`config.mk`:
```
export PLATFORM = sky130hd
export DESIGN_NAME = wb_arbiter_flat
export DESIGN_NICKNAME = d
export VERILOG_FILES = /design/src/rtl/wb_arbiter_pkg.sv /design/src/rtl/wb_arbiter_if.sv /design/src/rtl/wb_arbiter_rrarb.sv /design/src/rtl/wb_arbiter.sv /design/src/flat_wrapper.sv
export SDC_FILE = /design/constraint.sdc
export NUM_CORES = 1
export LEC_CHECK = 0
export CAP_MARGIN = 0
export CORE_MARGIN = 2
export CORE_UTILIZATION = 32
export CTS_CLUSTER_SIZE = 16
export DETAILED_ROUTE_END_ITERATION = 16
export GPL_TIMING_DRIVEN = 0
export PLACE_DENSITY_LB_ADDON = 0.08
export SLEW_MARGIN = 20
export SYNTH_ARGS = -nofsm -noshare
export SYNTH_HDL_FRONTEND = slang
export SYNTH_SLANG_ARGS = --single-unit
```
`constraint.sdc`:
```
create_clock -name clk -period 2.3 [get_ports clk]
set_input_delay 0.23 -clock clk [delete_from_list [all_inputs] [get_ports clk]]
set_output_delay 0.23 -clock clk [all_outputs]
set_load 0.02 [all_outputs]
```
`src/rtl/wb_arbiter_pkg.sv`:
```
// Shared definitions for the writeback arbiter: source indices, field widths
// and the result bundle every execution unit presents to writeback.
package wb_arbiter_pkg;
    localparam int SRC_ALU  = 0;
    localparam int SRC_BRU  = 1;
    localparam int SRC_LSQ  = 2;
    localparam int NUM_SRC  = 3;

    localparam int ROBID_W  = 8;
    localparam int RD_W     = 6;
    localparam int ECAUSE_W = 5;
    localparam int XLEN     = 32;

    typedef struct packed {
        logic                valid;
        logic                error;
        logic [ECAUSE_W-1:0] ecause;
        logic [ROBID_W-1:0]  robid;
        logic [RD_W-1:0]     rd;
        logic [XLEN-1:0]     result;
    } wb_bundle_t;
endpackage

```
`src/rtl/wb_arbiter_if.sv`:
```
// Source-result, stall, flush and broadcast signals of the writeback stage.
// The arbiter takes the slave side; producers and consumers take the master side.
interface wb_arbiter_if;
    import wb_arbiter_pkg::*;

    logic                alu_wb_valid, alu_wb_error;
    logic [ECAUSE_W-1:0] alu_wb_ecause;
    logic [ROBID_W-1:0]  alu_wb_robid;
    logic [RD_W-1:0]     alu_wb_rd;
    logic [XLEN-1:0]     alu_wb_result;
    logic                wb_alu_stall;

    logic                bru_wb_valid, bru_wb_error;
    logic [ECAUSE_W-1:0] bru_wb_ecause;
    logic [ROBID_W-1:0]  bru_wb_robid;
    logic [RD_W-1:0]     bru_wb_rd;
    logic [XLEN-1:0]     bru_wb_result;
    logic                wb_bru_stall;

    logic                lsq_wb_valid, lsq_wb_error;
    logic [ECAUSE_W-1:0] lsq_wb_ecause;
    logic [ROBID_W-1:0]  lsq_wb_robid;
    logic [RD_W-1:0]     lsq_wb_rd;
    logic [XLEN-1:0]     lsq_wb_result;
    logic                wb_lsq_stall;

    logic                rob_flush;

    logic                wb_valid, wb_error;
    logic [ECAUSE_W-1:0] wb_ecause;
    logic [ROBID_W-1:0]  wb_robid;
    logic [RD_W-1:0]     wb_rd;
    logic [XLEN-1:0]     wb_result;

    modport slave (
        input  alu_wb_valid, alu_wb_error, alu_wb_ecause, alu_wb_robid, alu_wb_rd, alu_wb_result,
        input  bru_wb_valid, bru_wb_error, bru_wb_ecause, bru_wb_robid, bru_wb_rd, bru_wb_result,
        input  lsq_wb_valid, lsq_wb_error, lsq_wb_ecause, lsq_wb_robid, lsq_wb_rd, lsq_wb_result,
        input  rob_flush,
        output wb_alu_stall, wb_bru_stall, wb_lsq_stall,
        output wb_valid, wb_error, wb_ecause, wb_robid, wb_rd, wb_result
    );

    modport master (
        output alu_wb_valid, alu_wb_error, alu_wb_ecause, alu_wb_robid, alu_wb_rd, alu_wb_result,
        output bru_wb_valid, bru_wb_error, bru_wb_ecause, bru_wb_robid, bru_wb_rd, bru_wb_result,
        output lsq_wb_valid, lsq_wb_error, lsq_wb_ecause, lsq_wb_robid, lsq_wb_rd, lsq_wb_result,
        output rob_flush,
        input  wb_alu_stall, wb_bru_stall, wb_lsq_stall,
        input  wb_valid, wb_error, wb_ecause, wb_robid, wb_rd, wb_result
    );
endinterface

```
`src/rtl/wb_arbiter_rrarb.sv`:
```
// Generic N-way round-robin arbiter. Scan starts at the pointer; after a grant
// the pointer moves one past the winner. advance=0 suppresses any grant.
module rrarb #(
    parameter int N        = 3,
    parameter int RR_RESET = 0
) (
    input  logic         clk,
    input  logic         rst,
    input  logic [N-1:0] req,
    input  logic         advance,
    output logic [N-1:0] grant,
    output logic         grant_valid
);
    localparam int PW = (N > 1) ? $clog2(N) : 1;
    localparam logic [PW-1:0] LAST = PW'(N - 1);

    logic [PW-1:0] ptr, gidx;
    int            base, idx;

    always_comb begin
        grant       = '0;
        grant_valid = 1'b0;
        gidx        = '0;
        idx         = 0;
        // Out-of-range pointer values (e.g. 3 for N=3) restart the scan at 0.
        base        = (int'(ptr) >= N) ? 0 : int'(ptr);
        for (int k = 0; k < N; k++) begin
            idx = base + k;
            if (idx >= N) idx = idx - N;
            if (advance && !grant_valid && req[idx]) begin
                grant_valid = 1'b1;
                grant[idx]  = 1'b1;
                gidx        = PW'(idx);
            end
        end
    end

    always_ff @(posedge clk or posedge rst) begin
        if (rst)              ptr <= PW'(RR_RESET);
        else if (grant_valid) ptr <= (gidx == LAST) ? '0 : gidx + 1'b1;
    end
endmodule

```
`src/rtl/wb_arbiter.sv`:
```
// Writeback arbiter: picks one of alu/bru/lsq per cycle round-robin and
// registers it onto the single writeback broadcast bus.
module wb_arbiter
    import wb_arbiter_pkg::*;
#(
    parameter int NSRC     = 3,
    parameter int RR_RESET = 0
) (
    input  logic         clk,
    input  logic         rst,
    wb_arbiter_if.slave  bus
);
    wb_bundle_t      src [NSRC];
    wb_bundle_t      sel;
    wb_bundle_t      wb_q;
    logic [NSRC-1:0] req, grant, stall;
    logic            grant_valid;

    assign src[SRC_ALU] = {bus.alu_wb_valid, bus.alu_wb_error, bus.alu_wb_ecause,
                           bus.alu_wb_robid, bus.alu_wb_rd, bus.alu_wb_result};
    assign src[SRC_BRU] = {bus.bru_wb_valid, bus.bru_wb_error, bus.bru_wb_ecause,
                           bus.bru_wb_robid, bus.bru_wb_rd, bus.bru_wb_result};
    assign src[SRC_LSQ] = {bus.lsq_wb_valid, bus.lsq_wb_error, bus.lsq_wb_ecause,
                           bus.lsq_wb_robid, bus.lsq_wb_rd, bus.lsq_wb_result};

    for (genvar i = 0; i < NSRC; i++) begin : g_req
        assign req[i] = src[i].valid;
    end

    // No grant while flushing or in reset, so every requester sees stall=valid.
    rrarb #(.N(NSRC), .RR_RESET(RR_RESET)) u_rrarb (
        .clk         (clk),
        .rst         (rst),
        .req         (req),
        .advance     (~bus.rob_flush & ~rst),
        .grant       (grant),
        .grant_valid (grant_valid)
    );

    always_comb begin
        sel = '0;
        for (int i = 0; i < NSRC; i++)
            if (grant[i]) sel = src[i];
    end

    always_ff @(posedge clk or posedge rst) begin
        if (rst)              wb_q       <= '0;
        else if (grant_valid) wb_q       <= sel;
        else                  wb_q.valid <= 1'b0;
    end

    assign stall            = req & ~grant;
    assign bus.wb_alu_stall = stall[SRC_ALU];
    assign bus.wb_bru_stall = stall[SRC_BRU];
    assign bus.wb_lsq_stall = stall[SRC_LSQ];

    assign bus.wb_valid  = wb_q.valid;
    assign bus.wb_error  = wb_q.error;
    assign bus.wb_ecause = wb_q.ecause;
    assign bus.wb_robid  = wb_q.robid;
    assign bus.wb_rd     = wb_q.rd;
    assign bus.wb_result = wb_q.result;
endmodule

```
`src/flat_wrapper.sv`:
```
// flat-port wrapper written by rule: the top's interface ports become plain ports
module wb_arbiter_flat import wb_arbiter_pkg::*;
#(
    parameter int NSRC     = 3,
    parameter int RR_RESET = 0
)
  (clk, rst, bus_alu_wb_valid, bus_alu_wb_error, bus_alu_wb_ecause, bus_alu_wb_robid, bus_alu_wb_rd, bus_alu_wb_result, bus_bru_wb_valid, bus_bru_wb_error, bus_bru_wb_ecause, bus_bru_wb_robid, bus_bru_wb_rd, bus_bru_wb_result, bus_lsq_wb_valid, bus_lsq_wb_error, bus_lsq_wb_ecause, bus_lsq_wb_robid, bus_lsq_wb_rd, bus_lsq_wb_result, bus_rob_flush, bus_wb_alu_stall, bus_wb_bru_stall, bus_wb_lsq_stall, bus_wb_valid, bus_wb_error, bus_wb_ecause, bus_wb_robid, bus_wb_rd, bus_wb_result);
  wb_arbiter_if bus_i ();
  input  logic clk;
  input  logic rst;
  input wire logic [$bits(bus_i.alu_wb_valid)-1:0] bus_alu_wb_valid;
  input wire logic [$bits(bus_i.alu_wb_error)-1:0] bus_alu_wb_error;
  input wire logic [$bits(bus_i.alu_wb_ecause)-1:0] bus_alu_wb_ecause;
  input wire logic [$bits(bus_i.alu_wb_robid)-1:0] bus_alu_wb_robid;
  input wire logic [$bits(bus_i.alu_wb_rd)-1:0] bus_alu_wb_rd;
  input wire logic [$bits(bus_i.alu_wb_result)-1:0] bus_alu_wb_result;
  input wire logic [$bits(bus_i.bru_wb_valid)-1:0] bus_bru_wb_valid;
  input wire logic [$bits(bus_i.bru_wb_error)-1:0] bus_bru_wb_error;
  input wire logic [$bits(bus_i.bru_wb_ecause)-1:0] bus_bru_wb_ecause;
  input wire logic [$bits(bus_i.bru_wb_robid)-1:0] bus_bru_wb_robid;
  input wire logic [$bits(bus_i.bru_wb_rd)-1:0] bus_bru_wb_rd;
  input wire logic [$bits(bus_i.bru_wb_result)-1:0] bus_bru_wb_result;
  input wire logic [$bits(bus_i.lsq_wb_valid)-1:0] bus_lsq_wb_valid;
  input wire logic [$bits(bus_i.lsq_wb_error)-1:0] bus_lsq_wb_error;
  input wire logic [$bits(bus_i.lsq_wb_ecause)-1:0] bus_lsq_wb_ecause;
  input wire logic [$bits(bus_i.lsq_wb_robid)-1:0] bus_lsq_wb_robid;
  input wire logic [$bits(bus_i.lsq_wb_rd)-1:0] bus_lsq_wb_rd;
  input wire logic [$bits(bus_i.lsq_wb_result)-1:0] bus_lsq_wb_result;
  input wire logic [$bits(bus_i.rob_flush)-1:0] bus_rob_flush;
  output wire logic [$bits(bus_i.wb_alu_stall)-1:0] bus_wb_alu_stall;
  output wire logic [$bits(bus_i.wb_bru_stall)-1:0] bus_wb_bru_stall;
  output wire logic [$bits(bus_i.wb_lsq_stall)-1:0] bus_wb_lsq_stall;
  output wire logic [$bits(bus_i.wb_valid)-1:0] bus_wb_valid;
  output wire logic [$bits(bus_i.wb_error)-1:0] bus_wb_error;
  output wire logic [$bits(bus_i.wb_ecause)-1:0] bus_wb_ecause;
  output wire logic [$bits(bus_i.wb_robid)-1:0] bus_wb_robid;
  output wire logic [$bits(bus_i.wb_rd)-1:0] bus_wb_rd;
  output wire logic [$bits(bus_i.wb_result)-1:0] bus_wb_result;
  assign bus_i.alu_wb_valid = bus_alu_wb_valid;
  assign bus_i.alu_wb_error = bus_alu_wb_error;
  assign bus_i.alu_wb_ecause = bus_alu_wb_ecause;
  assign bus_i.alu_wb_robid = bus_alu_wb_robid;
  assign bus_i.alu_wb_rd = bus_alu_wb_rd;
  assign bus_i.alu_wb_result = bus_alu_wb_result;
  assign bus_i.bru_wb_valid = bus_bru_wb_valid;
  assign bus_i.bru_wb_error = bus_bru_wb_error;
  assign bus_i.bru_wb_ecause = bus_bru_wb_ecause;
  assign bus_i.bru_wb_robid = bus_bru_wb_robid;
  assign bus_i.bru_wb_rd = bus_bru_wb_rd;
  assign bus_i.bru_wb_result = bus_bru_wb_result;
  assign bus_i.lsq_wb_valid = bus_lsq_wb_valid;
  assign bus_i.lsq_wb_error = bus_lsq_wb_error;
  assign bus_i.lsq_wb_ecause = bus_lsq_wb_ecause;
  assign bus_i.lsq_wb_robid = bus_lsq_wb_robid;
  assign bus_i.lsq_wb_rd = bus_lsq_wb_rd;
  assign bus_i.lsq_wb_result = bus_lsq_wb_result;
  assign bus_i.rob_flush = bus_rob_flush;
  assign bus_wb_alu_stall = bus_i.wb_alu_stall;
  assign bus_wb_bru_stall = bus_i.wb_bru_stall;
  assign bus_wb_lsq_stall = bus_i.wb_lsq_stall;
  assign bus_wb_valid = bus_i.wb_valid;
  assign bus_wb_error = bus_i.wb_error;
  assign bus_wb_ecause = bus_i.wb_ecause;
  assign bus_wb_robid = bus_i.wb_robid;
  assign bus_wb_rd = bus_i.wb_rd;
  assign bus_wb_result = bus_i.wb_result;
  wb_arbiter #(.NSRC(NSRC), .RR_RESET(RR_RESET)) u_core (.clk(clk), .rst(rst), .bus(bus_i));
endmodule
```
### After elaboration in Yosys (flattened, before gate mapping)

Cells that the tools add are included.

| storage, ports and cells | value |
|---|---|
| register bits | 55 |
| bits of input ports | 162 |
| output and inout port bits | 56 |
| logic and storage cells | 74 |

| operators by class | value |
|---|---|
| add/subtract/negate cells | 6 |
| magnitude comparators | 10 |
| eq/ne operators | 1 |
| muxes and demuxes | 33 |
| bitwise gates (word level) | 7 |
| reduce and logical (&&, ||, !) cells | 10 |

Operators by type and width:

| operator | count |
|---|---|
| $mux W53 | 3 |
| $ge A32 B1 Y1 const B | 3 |
| $lt A32 B4 Y1 const B | 3 |
| $mux W32 | 3 |
| $mux W1 | 13 |
| $mux W2 | 5 |
| $mux W3 | 3 |
| $logic_and A1 B1 Y1 | 8 |
| $sub A3 B2 Y4 const B | 2 |
| $bmux W1 S2 | 3 |
| $demux W1 S2 | 3 |
| $ge A3 B2 Y1 const B | 2 |
| $or A3 B3 Y3 | 2 |
| $ge A2 B2 Y1 const B | 2 |
| $add A2 B1 Y3 const B | 1 |
| $add A2 B2 Y3 const B | 1 |
| $and A3 B3 Y3 | 1 |
| $not A3 Y3 | 1 |
| $sub A2 B2 Y3 const B | 1 |
| $add A2 B1 Y2 const B | 1 |
| $eq A2 B2 Y1 const B | 1 |
| $logic_not A1 Y1 | 2 |
| $not A1 Y1 | 2 |
| $and A1 B1 Y1 | 1 |

### Logic depth before layout (Yosys ltp)

| logic depth | value |
|---|---|
| word-level depth | 21 |
| depth in mapped cells | 11 |

### Hierarchy

A second synthesis with hierarchy kept.

| second synthesis, totals | value |
|---|---|
| cells, all modules | 313 |
| area, all modules | 3410.8 um2 |

Modules (own cells, without submodules):

| module | times used | cells each | area each (um2) | seq. area each (um2) |
|---|---|---|---|---|
| wb_arbiter | 1 | 252 | 2925.3 | 1326.3 |
| rrarb | 1 | 61 | 485.5 | 50.0 |

### Worst setup path before layout

Ideal clock, no wire load.

| timing | value |
|---|---|
| path type | reg2out |
| start point | register u_core.u_rrarb.ptr[0] |
| end point | output bus_wb_lsq_stall |
| arrival time | 2.072 ns |
| required time | 2.070 ns |
| path slack | -0.002 ns |
| stages on the path, launching flop included | 9 |
| path buffers | 2 |
| path through | dfrtp_1 inv_1 ha_1 clkbuf_2 mux2_2 o221ai_1 nand2_1 clkbuf_1 and2_1 |

| between the ends | value |
|---|---|
| cells in the longest elaborated chain, start to end | 19 |
| elaborated cells between the ends (all ways) | 53 |

RTL lines:

| item | RTL line | source |
|---|---|---|
| from (decl) | wb_arbiter_rrarb.sv:17 | `logic [PW-1:0] ptr, gidx;` |
| from (signal assigned) | wb_arbiter_rrarb.sv:39 | `if (rst) ptr <= PW'(RR_RESET);` |
| from (signal assigned) | wb_arbiter_rrarb.sv:40 | `else if (grant_valid) ptr <= (gidx == LAST) ? '0 : gidx + 1'b1;` |
| $ge A2 B2 Y1 | wb_arbiter_rrarb.sv:26 | `base = (int'(ptr) >= N) ? 0 : int'(ptr);` |
| $mux W2 * | wb_arbiter_rrarb.sv:26 |  |
| branches (longest 14 deep; another with $ge A32 B1 Y1) | -- |  |
| $mux W3 * | wb_arbiter_rrarb.sv:30 | `if (advance && !grant_valid && req[idx]) begin` |
| $not A3 Y3 * | wb_arbiter.sv:52 | `assign stall = req & ~grant;` |
| $and A3 B3 Y3 * | wb_arbiter.sv:52 |  |
| to (decl) | flat_wrapper.sv:32 | `output wire logic [$bits(bus_i.wb_lsq_stall)-1:0] bus_wb_lsq_stall;` |

Every way passes the cells marked *. The select of a mux whose other input is x is not followed.

### Final worst setup path

Ends and elaborated chain as after synthesis.

==> impl_metrics.toml <==
[run_status]
outcome = "finished, violations left"
violations = "negative setup slack"

[synthesis]
synthCells = 350
yosys.area_share.simple_pct = 18.5
ys_warn_count = 0
synth_mux_area_share_pct = 2.05
synthAdderAreaFrac_pct = 1.61
synth_compound_area_share_pct = 25.2
synth_top_family_by_area = "compound AO/OA/AOI/OAI gates"
netlist_area_um2 = 3110
syn_nets = 516
synth_cell_types = 36
yosysSeqAreaShare_pct = 44.2
syn_avg_cell_area_um2 = 8.89
ys_ff_latch = 55
synth_xor_area_share_pct = 0

[final_layout]
stdcell_count = 724
regArea_um2 = 1380
areaGrowthSynthToFinish_pct = 90.5
drive_gt1_share_pct = 16.1
fillers = 809
antennaDiodeCount = 0
fin_nets = 760
final_common_cell = "clkdlybuf4s50_1"
fin_area_um2 = 5930
final_core_util_pct = 63.5
multi_input_area_um2 = 1630
layout_common_cells = "214 x clkdlybuf4s50_1, 54 x dfrtp_1, 53 x nand2_1, 52 x o22ai_1, 52 x a31oi_1"

[clock_network]
cts_tree = "yes"
insertion_delay_ns = 0.31
clkTransAtPathRegs_ns = 0.10
clock_path_buffers = 2
numCtsBuffers = 5
htreeDepth = 2
root_buffer = "clkbuf_8"
numClockSinks = 55

[placed_design]
dpl_worst_slack_ns = -0.797
hpwl_um = 9430
gp_congestion = 0.882
io_buffer_count = 217
dp.cells = 697
placed_cell_area_um2 = 5480

[power]
power_density_nw_per_um2 = 1170
ir_drop_mv = 0.610
power.leakage_nw = 2.20

[critical_path]
path_class = "register to output port"
worst_path_most_repeated_cell = "buf_6"
critPathLaunchType = "register"
cp_num_buf_inv = 3
cp_top_family = "multiplexers"
r2r_start = "u_core.u_rrarb.ptr[0]$_DFFE_PP0P_"
cp_max_fo = 4
r2r_cells = 9
critPathArrivalTime_ns = 2.30
cpMaxStageDelayCell = "dfrtp_2"
rr_endpoint = "u_core.bus.wb_robid[4]$_DFFE_PP0P_"
worstPathCellList = "buf_6 -> ha_4 -> mux2i_4 -> mux2_4 -> o221ai_4 -> nand2_2 -> buf_8 -> and2_4 -> buf_6"
r2r_slack_ns = -0.15
cp.required_ns = 2.07
critPathMaxStageDelay_ns = 0.46
end_kind = "output port"

[routing]
vias = 3819
route.detailed.drc = 0
drtAntennaViolNets = 0
dr.pass1.iters = 4
via_per_inst = 5.27
avgRoutedWirePerCell_um = 18.3
drt_wl_total_um = 13200
drtIter0Drc = 86

[floorplan]
pin_count = 218
num_rows = 35
start_util_pct = 33.3
die_h_um = 103
die_w_um = 103
design.die.area_um2 = 10500
core_um2 = 9330

[sta]
fin_hold_ws_ns = 0.213
setup_viol = 55
drv_slew = 0
rsz0062_at_grt = "yes"
relSlewSlack_pct = 70.6
worst_pin_slew_ns = 0.436
final_hold_viol_count = 0
fin_ws_ns = -0.231
fin_crit_ns = 2.53
post-route-period-util_pct = 110
clock.fmax_mhz = 395
fin_worst_skew_ns = 0.00514

[global_routing]
grt_usage_pct = 23.9
first_global_vias = 3984
grt_pass1_wl_um = 19600
grt_max_degree = 47
grt_overflow = 0
antenna_found_initial = 0

[flow_run]
cap_violations = 0

[min_path]
hold_path_class = "primary input to asynchronous set/reset pin"
[power breakdown]
group | internal, mW | total (mW) | switching, mW
Combinational | 2.31 | 4.65 | 2.34
Sequential | 1.47 | 1.74 | 0.268
Clock | 0.215 | 0.553 | 0.338
[Yosys cell counts, drive strengths merged]
library cell / count / area share (%)
or2: 2 / 0.40
a31oi: 52 / 10
a21oi: 5 / 0.93
o21ai: 2 / 0.68
nand4b: 1 / 0.28
nand2: 54 / 6.5
nor2: 6 / 0.72
a221oi: 1 / 0.84
nor3: 1 / 0.16
nand2b: 2 / 0.40
o2111ai: 1 / 0.28
ha: 4 / 1.6
mux2: 3 / 1.1
inv: 7 / 0.84
and2: 1 / 0.20
mux2i: 3 / 0.97
o21a: 1 / 0.24
o32a: 1 / 0.32
clkbuf: 9 / 1.1
dfrtp: 55 / 44
o31ai: 1 / 0.24
o22ai: 52 / 10
nand3b: 1 / 0.24
nand4: 1 / 0.20
o221ai: 1 / 0.28
nand3: 54 / 9.0
buf: 25 / 6.4
nor2b: 2 / 0.40
a21o: 2 / 0.48
[cells by family (layout without fill, tap and decap cells)]
| logic type | count (synthesis) | in the layout |
|---|---|---|
| DFF | 55 | 55 |
| buffers and inverters | 41 | 286 |
| muxes | 6 | 6 |
| adders and majority gates | 4 | 4 |
| and+or+nand+nor | 125 | 125 |
| AOI/OAI and AO/OA | 119 | 119 |
[registers in the layout, indices dropped and copies added, names as in the netlist]
signal and cells:
u_core.bus.wb_valid 1, u_core.bus.wb_ecause 5, u_core.bus.wb_rd 6, u_core.bus.wb_error 1, u_core.u_rrarb.ptr 2, u_core.bus.wb_robid 8
u_core.bus.wb_result 32
[per-stage QoR]
step                setup TNS [ns]  power, mW
floorplan                        0       4.05
global placement            -44.22       5.76
detailed placement          -16.01       5.83
CTS                          -3.98       6.84
global route                -11.25       7.37
finish                       -5.65       6.94
[how the worst max path moves through the flow]
stage / from / to / slack [ns] / cells after the start
floorplan: u_core.u_rrarb.ptr[0]$_DFFE_PP0P_ / bus_wb_lsq_stall / 0.03 / 8
detailed placement: bus_lsq_wb_valid / bus_wb_lsq_stall / -0.80 / 8
finish: u_core.u_rrarb.ptr[0]$_DFFE_PP0P_ / bus_wb_lsq_stall / -0.23 / 9
CTS: u_core.u_rrarb.ptr[0]$_DFFE_PP0P_ / bus_wb_lsq_stall / -0.19 / 9
global route: u_core.u_rrarb.ptr[0]$_DFFE_PP0P_ / bus_wb_bru_stall / -0.31 / 9
global placement: bus_lsq_wb_valid / bus_wb_lsq_stall / -0.78 / 8
[layer usage]
layer | up-vias | track usage [%] | wire (µm) | share of wire [%]
met3 | 16 | 5.56 | 1150 | 8.7
met5 | - | 0 | 0 | 0
met4 | 0 | 6.77 | 194 | 1.5
met1 | 1828 | 27.0 | 5260 | 40
li1 | 1807 | - | - | -
met2 | 168 | 44.7 | 6630 | 50
[repair_timing]
| action | in CTS | in global routing |
|---|---|---|
| cloned | 0 | 1 |
| setup buffers | 17 | 3 |
| endpoints found under the setup margin | 56 | 57 |
| pin swaps | 4 | 1 |
| hold buffers | 0 | 0 |
| resized for setup | 63 | 7 |
[final cells by class]
class,count,area share (%)
clock buffers,6,1.22
multi-input cells,254,27.5
inverters,7,0.486
repair buffers,238,39.9
clock inverters,2,0.211
well taps,129,2.72
plain buffers,33,4.69
flip-flops and latches,55,23.2
No activity file was read; power rests on OpenSTA's default activity.
